File: config.mk
export PLATFORM = sky130hd
export DESIGN_NAME = maze_loader
export DESIGN_NICKNAME = d
export VERILOG_FILES = /design/src/rtl/maze_loader.sv
export SDC_FILE = /design/constraint.sdc
export NUM_CORES = 1
export LEC_CHECK = 0
export ABC_AREA = 1
export CAP_MARGIN = 30
export CORE_MARGIN = 4
export CORE_UTILIZATION = 40
export DETAILED_ROUTE_END_ITERATION = 8
export PLACE_DENSITY = 0.65
export SLEW_MARGIN = 5
export SYNTH_ARGS = -nofsm -noshare
export SYNTH_HDL_FRONTEND = slang
export SYNTH_SLANG_ARGS = --single-unit
File: constraint.sdc
create_clock -name clk -period 4.95 [get_ports clk]
set_clock_uncertainty 0.2 [all_clocks]
set_input_delay 0.99 -clock clk [delete_from_list [all_inputs] [get_ports clk]]
set_output_delay 0.99 -clock clk [all_outputs]
set_load 0.1 [all_outputs]
File: src/rtl/maze_loader.sv
// maze_loader: loads a ROWS x COLS maze bitmap, one row per handshake, into
// the maze memory. After the last cell it checks that the entry (0,0) and the
// exit (ROWS-1,COLS-1) are free. If both are free it pulses start to the
// solver, otherwise it raises err.
//
// Ports:
//   clk, rst              clock (rising edge), asynchronous active-low reset
//   load_req              level; accepted in IDLE/DONE/ERR to begin a load
//   row_valid, row_data   upstream row; row_data[c] is column c, 1 = wall
//   row_ready             a row is accepted this cycle (WAIT_ROW only)
//   mem_wr, mem_loc,      maze memory write port, mem_loc = {row, col};
//   mem_dIn               driven only while busy
//   start                 one-cycle pulse to the solver
//   busy                  loader owns the memory port
//   loaded, err           result flags, held until the next accepted load_req
//   wall_cnt              (MAZE_LOADER_WALLCNT_EN only) count of wall cells
//
// Optional feature: define MAZE_LOADER_WALLCNT_EN to add the wall_cnt output.
module maze_loader #(
    parameter int ROWS  = 16,
    parameter int COLS  = 16,
    parameter int LOC_W = 8
) (
    input  logic             clk,
    input  logic             rst,
    input  logic             load_req,
    input  logic             row_valid,
    input  logic [COLS-1:0]  row_data,
    output logic             row_ready,
    output logic             mem_wr,
    output logic [LOC_W-1:0] mem_loc,
    output logic             mem_dIn,
    output logic             start,
    output logic             busy,
    output logic             loaded,
    output logic             err
`ifdef MAZE_LOADER_WALLCNT_EN
    ,
    output logic [LOC_W:0]   wall_cnt
`endif
);
    localparam int RW = $clog2(ROWS);
    localparam int CW = $clog2(COLS);

    typedef enum logic [2:0] {
        IDLE, WAIT_ROW, WRITE, CHECK, START, DONE, ERR
    } state_t;

    state_t          state, nxt;
    logic [RW-1:0]   row;
    logic [CW-1:0]   col;
    logic [COLS-1:0] rowreg;
    logic            entry_wall, exit_wall;
    logic            last_col, last_row, accept;

    assign last_col = (col == CW'(COLS - 1));
    assign last_row = (row == RW'(ROWS - 1));
    // A new load is only accepted from one of the resting states.
    assign accept   = load_req && (state == IDLE || state == DONE || state == ERR);

    always_ff @(posedge clk or negedge rst) begin
        if (!rst) begin
            state      <= IDLE;
            row        <= '0;
            col        <= '0;
            rowreg     <= '0;
            entry_wall <= 1'b0;
            exit_wall  <= 1'b0;
        end else begin
            state <= nxt;
            case (state)
                IDLE, DONE, ERR: begin
                    row <= '0;
                    col <= '0;
                end
                WAIT_ROW: if (row_valid) rowreg <= row_data;
                WRITE: begin
                    col <= last_col ? '0 : col + 1'b1;
                    // Row only advances when another row is still to come,
                    // so the counter never runs past ROWS-1.
                    if (last_col && !last_row) row <= row + 1'b1;
                    if (row == '0 && col == '0) entry_wall <= rowreg[col];
                    if (last_row && last_col)   exit_wall  <= rowreg[col];
                end
                default: ;
            endcase
        end
    end

    always_comb begin
        nxt       = state;
        row_ready = 1'b0;
        mem_wr    = 1'b0;
        mem_loc   = '0;
        mem_dIn   = 1'b0;
        start     = 1'b0;
        busy      = 1'b0;
        loaded    = 1'b0;
        err       = 1'b0;
        case (state)
            IDLE:  if (load_req) nxt = WAIT_ROW;
            DONE: begin
                loaded = 1'b1;
                if (load_req) nxt = WAIT_ROW;
            end
            ERR: begin
                err = 1'b1;
                if (load_req) nxt = WAIT_ROW;
            end
            WAIT_ROW: begin
                row_ready = 1'b1;
                busy      = 1'b1;
                if (row_valid) nxt = WRITE;
            end
            WRITE: begin
                busy    = 1'b1;
                mem_wr  = 1'b1;
                mem_loc = {row, col};
                mem_dIn = rowreg[col];
                if (last_col) nxt = last_row ? CHECK : WAIT_ROW;
            end
            CHECK: begin
                busy = 1'b1;
                nxt  = (entry_wall || exit_wall) ? ERR : START;
            end
            START: begin
                start = 1'b1;
                nxt   = DONE;
            end
            default: nxt = IDLE;
        endcase
    end

`ifdef MAZE_LOADER_WALLCNT_EN
    always_ff @(posedge clk or negedge rst) begin
        if (!rst)                          wall_cnt <= '0;
        else if (accept)                   wall_cnt <= '0;
        else if (state == WRITE && mem_dIn) wall_cnt <= wall_cnt + 1'b1;
    end
`endif

endmodule

Word-level counts from Yosys, hierarchy flattened --
Cells that the tools add are included. Widths: inputs -> output; s select.
Storage, ports and cells: flip-flop bits (word level) 29, input port bits 20, output and inout bits 15, logic and storage cells 57
Cells by class: add/subtract/negate cells 2, order comparisons 1, equal/unequal tests 12, multiplexer cells 20, reduce and logical (&&, ||, !) cells 16
Operator list (number):
- $pmux 4 s2 | 2
- $pmux 3 s5 | 1
- $eq 3x3->1 const B | 3
- $mux 3 | 3
- $add 4x1->4 const B | 2
- $eq 4x4->1 const B | 2
- $logic_not 4->1 | 2
- $mux 1 | 8
- $mux 4 | 2
- $mux 8 | 1
- $reduce_and 2->1 | 4
- $eq 3x2->1 const B | 2
- $ne 2x2->1 const B | 3
- $reduce_or 3->1 | 2
- $lt 4x5->1 const B | 1
- $bmux 1 s4 | 1
- $mux 2 | 2
- $eq 3x1->1 const B | 1
- $logic_and 1x1->1 | 3
- $logic_not 3->1 | 1
- $reduce_and 3->1 | 1
- $ne 2x1->1 const B | 1
- $reduce_bool 2->1 | 1
- $logic_not 1->1 | 1
- $logic_or 1x1->1 | 1

Longest topological paths before layout --
depth after elaboration 5, depth in mapped cells 9, gate-level depth less buffers 9

Worst setup path after synthesis --
Ideal clock, no wire load.
kind reg-to-output, start register col[0], end output port mem_dIn, arrival time 2.388 ns, data required time 3.760 ns, setup slack 1.372 ns, stages on the path, launching flop included 7, path buffers 1, cells stage by stage dfrtp_1 buf_2 o21ai_0 nand2_1 nand3_1 nand2_1 a21oi_1
On the way: longest elaborated chain between the ends 3
Ends and longest elaborated chain:
- from (decl) | line 51 | logic [CW-1:0] col;
- from (signal assigned) | line 78 | col <= last_col ? '0 : col + 1'b1;
- $bmux 1 s4 | line 119 | mem_dIn = rowreg[col];
- $mux 1 (not written as such) | line 119
- $mux 1 | line 100 | case (state)
- to (decl) | line 32 | output logic mem_dIn,
No other way between the ends. The select of a mux whose other input is x is not followed.

Worst setup path after layout --
Same ends and word-level chain as after synthesis.

==> results.rst <==
.. list-table::
   :header-rows: 1

   * - Metric
     - Value
   * - Post-layout net count
     - 265
   * - Primary FF master, synth
     - dfrtp_1
   * - DRC violations left
     - 0
   * - Overall routed net length
     - 3430 um
   * - Effective utilization at floorplan
     - 0.430
   * - CTS-repair resized insts
     - 0
   * - Worst Hold Launch
     - exit_wall
   * - Area occupied by registers
     - 726 um2
   * - Hold Crit Depth
     - 2
   * - Slowest stage cell, crit path
     - clkdlybuf4s50_1
   * - Highest clock rate
     - 245 MHz
   * - DR iter-0 viols
     - 98
   * - Worst hold-check slack
     - around 0.29 ns
   * - Worst-skew pair later-pin latency
     - 0.28 ns
   * - R2r setup slk
     - around 3.0 ns
   * - Chain of cells forming the critical path
     - clkinv_1 -> nand2_1 -> nand3_1 -> nand3_1 -> nand2_1 -> a21oi_1 -> clkdlybuf4s50_1
   * - Worst reg2reg path depth
     - 8
   * - Clock tree from TritonCTS
     - yes
   * - Sequential-to-total area share from yosys stat
     - 0.444
   * - Synthesized flop and latch total
     - 29
   * - Clock transition at path regs
     - 0.06 ns
   * - Die Area
     - about 5200 um2
   * - RePlAce Congestion
     - 0.813
   * - Reg2Reg Capture Point
     - state[2]
   * - Syn-to-layout area delta
     - 29.9%
   * - Number of enable flip-flop cells after synthesis
     - 0
   * - Share of post-route cells with drive strength above 1
     - 0.116
   * - CP Launch Type
     - flip-flop
   * - Post-route setup TNS
     - 0 ns
   * - Final design utilization
     - 0.558
   * - RSZ-0062 raised after global routing
     - no
   * - Max-cap violations
     - 0
   * - Gate Count Post-Synth
     - 204
   * - Overall overflow remaining after global route
     - 0
   * - Area of the multi-input gates
     - 764 um2
   * - TritonCTS sink count
     - 29
   * - Drt pass-1 iters
     - 4
   * - Die X
     - 71.9 um
   * - GRT Overall Usage
     - 0.148
   * - Ranking of synthesized cells by area
     - dfrtp_1, nand2_1, nor2_1
   * - Remaining max-slew budget at the tightest pin
     - 0.344
   * - Critical Path RT
     - 3.76 ns
   * - Chip height
     - 71.9 um
   * - Result of the run
     - completed
   * - Hold buffer count at cts
     - 0
   * - Critical path's largest stage delay
     - 1.16 ns
   * - CTS Root Cell
     - clkbuf_8
   * - Routed wire length per instance
     - ~12 um
   * - Number of max-slew violations in the final report
     - 0
   * - Reported leakage power
     - between 1 and 1.5 nW
   * - Number of post-CTS setup repair buffers
     - 0
   * - First-pass GRT wire length
     - 5950 um
   * - Buffer depth of the longest clock path
     - 2
   * - Number of buffers created by CTS
     - 5
   * - Core region area
     - 3800 um2
   * - Count of inserted antenna diode cells
     - 0
   * - Peak ir drop on the vdd network
     - 0.216 mV
   * - Avg Cell Area, Syn
     - between 8 and 9 um2
   * - Post-synth top area cell
     - dfrtp_1
   * - Overall power
     - 1.26 mW
   * - Pre-CTS WS
     - 1.17 ns
   * - WHS Endpoint
     - exit_wall
   * - Total count of hold-check failures in the final report
     - 0
   * - Syn Nets
     - between 200 and 250
   * - Tcrit/Tclk final
     - 0.826
   * - Min Clock Period, post-route
     - a little over 4 ns
   * - Sum of net half-perimeters after detailed placement
     - 2530 um
   * - CTS H-tree depth
     - 2
   * - Pin count of the biggest net entering global routing
     - 30
   * - Min-delay worst type
     - reg2reg
   * - Arrival time at the worst endpoint
     - 2.90 ns
   * - RR Startpoint
     - col[0]
   * - Filler Cell Count
     - between 300 and 400
   * - Peak fanout along the critical path
     - 16
   * - Least-Margin Pin Slew
     - ~1 ns
   * - Cell area after synthesis
     - 1630 um2
   * - Number of antenna violations at the first check in global routing
     - 0
   * - Capturing element type of the critical path
     - output port
   * - Proportion of netlist area held by the largest area contributor
     - 0.444
   * - Count of nets left with antenna violations after detail routing
     - 0
   * - Final Worst Setup Slack
     - 0.862 ns
   * - # IOs
     - 35
   * - Count of port buffers added during placement
     - 34
   * - Pwr dens
     - just under 600 nW/um2
   * - Syn. warnings
     - 0
   * - Yosys cell types
     - 25
   * - Number of vias after detailed routing
     - roughly 1.4k
   * - Via count of the first global-routing pass
     - 1,373
   * - Async S/R FF share, synth
     - 1.00
   * - Final setup vio count
     - 0
   * - Row cnt
     - 22
   * - DR vias/cell
     - 4.74
   * - Type of the worst setup path
     - reg2out
layer usage:
layer  GRT usage  share of wire
met1       0.196           0.50
met2       0.220           0.43
met3      0.0429          0.046
met4      0.0752          0.022
met5           0              0
worst max path at each step:
| stage | startpoint | endpoint | slack, ns |
|---|---|---|---|
| global placement | col[0] | mem_dIn | 1.24 |
| CTS | col[0] | mem_dIn | 0.85 |
| global route | col[0] | mem_dIn | 0.60 |
| finish | col[0] | mem_dIn | 0.86 |
| floorplan | col[0] | mem_dIn | 1.37 |
| detailed placement | col[0] | mem_dIn | 1.17 |
where the power goes:
group	internal, mW	switching [mW]	total, mW
Sequential	0.324	0.0713	0.395
Clock	0.163	0.0922	0.256
Combinational	0.200	0.409	0.608
Total	0.687	0.572	1.26
cells in the mapped netlist, types with 3 or more instances:
cell,instances
inv_2,3
nand3_1,14
o21ai_0,10
mux2_4,4
mux2_2,4
nor3_1,3
dfrtp_1,29
inv_1,21
nand2_1,43
a21oi_1,15
nor2_1,35
ha_1,4
logic make-up after synthesis:
family / synth area share
AOI/OAI and AO/OA: 0.0897
muxes: 0.0644
adders and majority gates: 0.0307
DFF: 0.444
xor gates and xnor gates: 0.00536
and+or+nand+nor: 0.278
buffers and inverters: 0.0874
flip-flops by register name, indices dropped and copies added (netlist names):
name        flops
rowreg         16
col             4
row             4
state           3
entry_wall      1
exit_wall       1
layout make-up:
| cell class | count | area share |
|---|---|---|
| clock buffers | 6 | 0.0389 |
| well taps | 48 | 0.0283 |
| inverters | 26 | 0.0484 |
| repair buffers | 35 | 0.164 |
| clock inverters | 2 | 0.0177 |
| multi-input cells | 144 | 0.360 |
| flip-flops and latches | 29 | 0.342 |
worst max-delay path: cells and delay by family (launching register included):
family                 cells  cell delay (ns)
AO/OA/AOI/OAI              1             0.17
buffers and inverters      2             1.49
flip-flops                 1             0.61
AND/OR/NAND/NOR            4             0.35
cells in the final DEF, fill, tap and decap left out:
cell type         n
nand2_1          43
bufinv_16         1
clkbuf_8          6
nor3_1            3
nor2_1           35
inv_2             3
nand2_4           1
mux2_2            4
nand3_4           1
o21ai_0          10
clkinvlp_4        1
o22ai_1           2
ha_1              4
inv_1            21
xor2_1            1
buf_4             1
clkinv_4          1
nand3_2           2
nand3_1          14
clkdlybuf4s50_1  34
nand2_2           2
o21ai_2           1
clkinv_1          1
a21oi_1          15
dfrtp_1          29
mux2_4            4
nand3b_1          2
stage by stage:
stage	cells	area, um2
final	290	2120
after CTS	290	2120
after detailed placement	282	2000
after global routing	290	2120
after global placement	282	2000
after floorplan	204	1630
(Power assumes the default switching activity.)
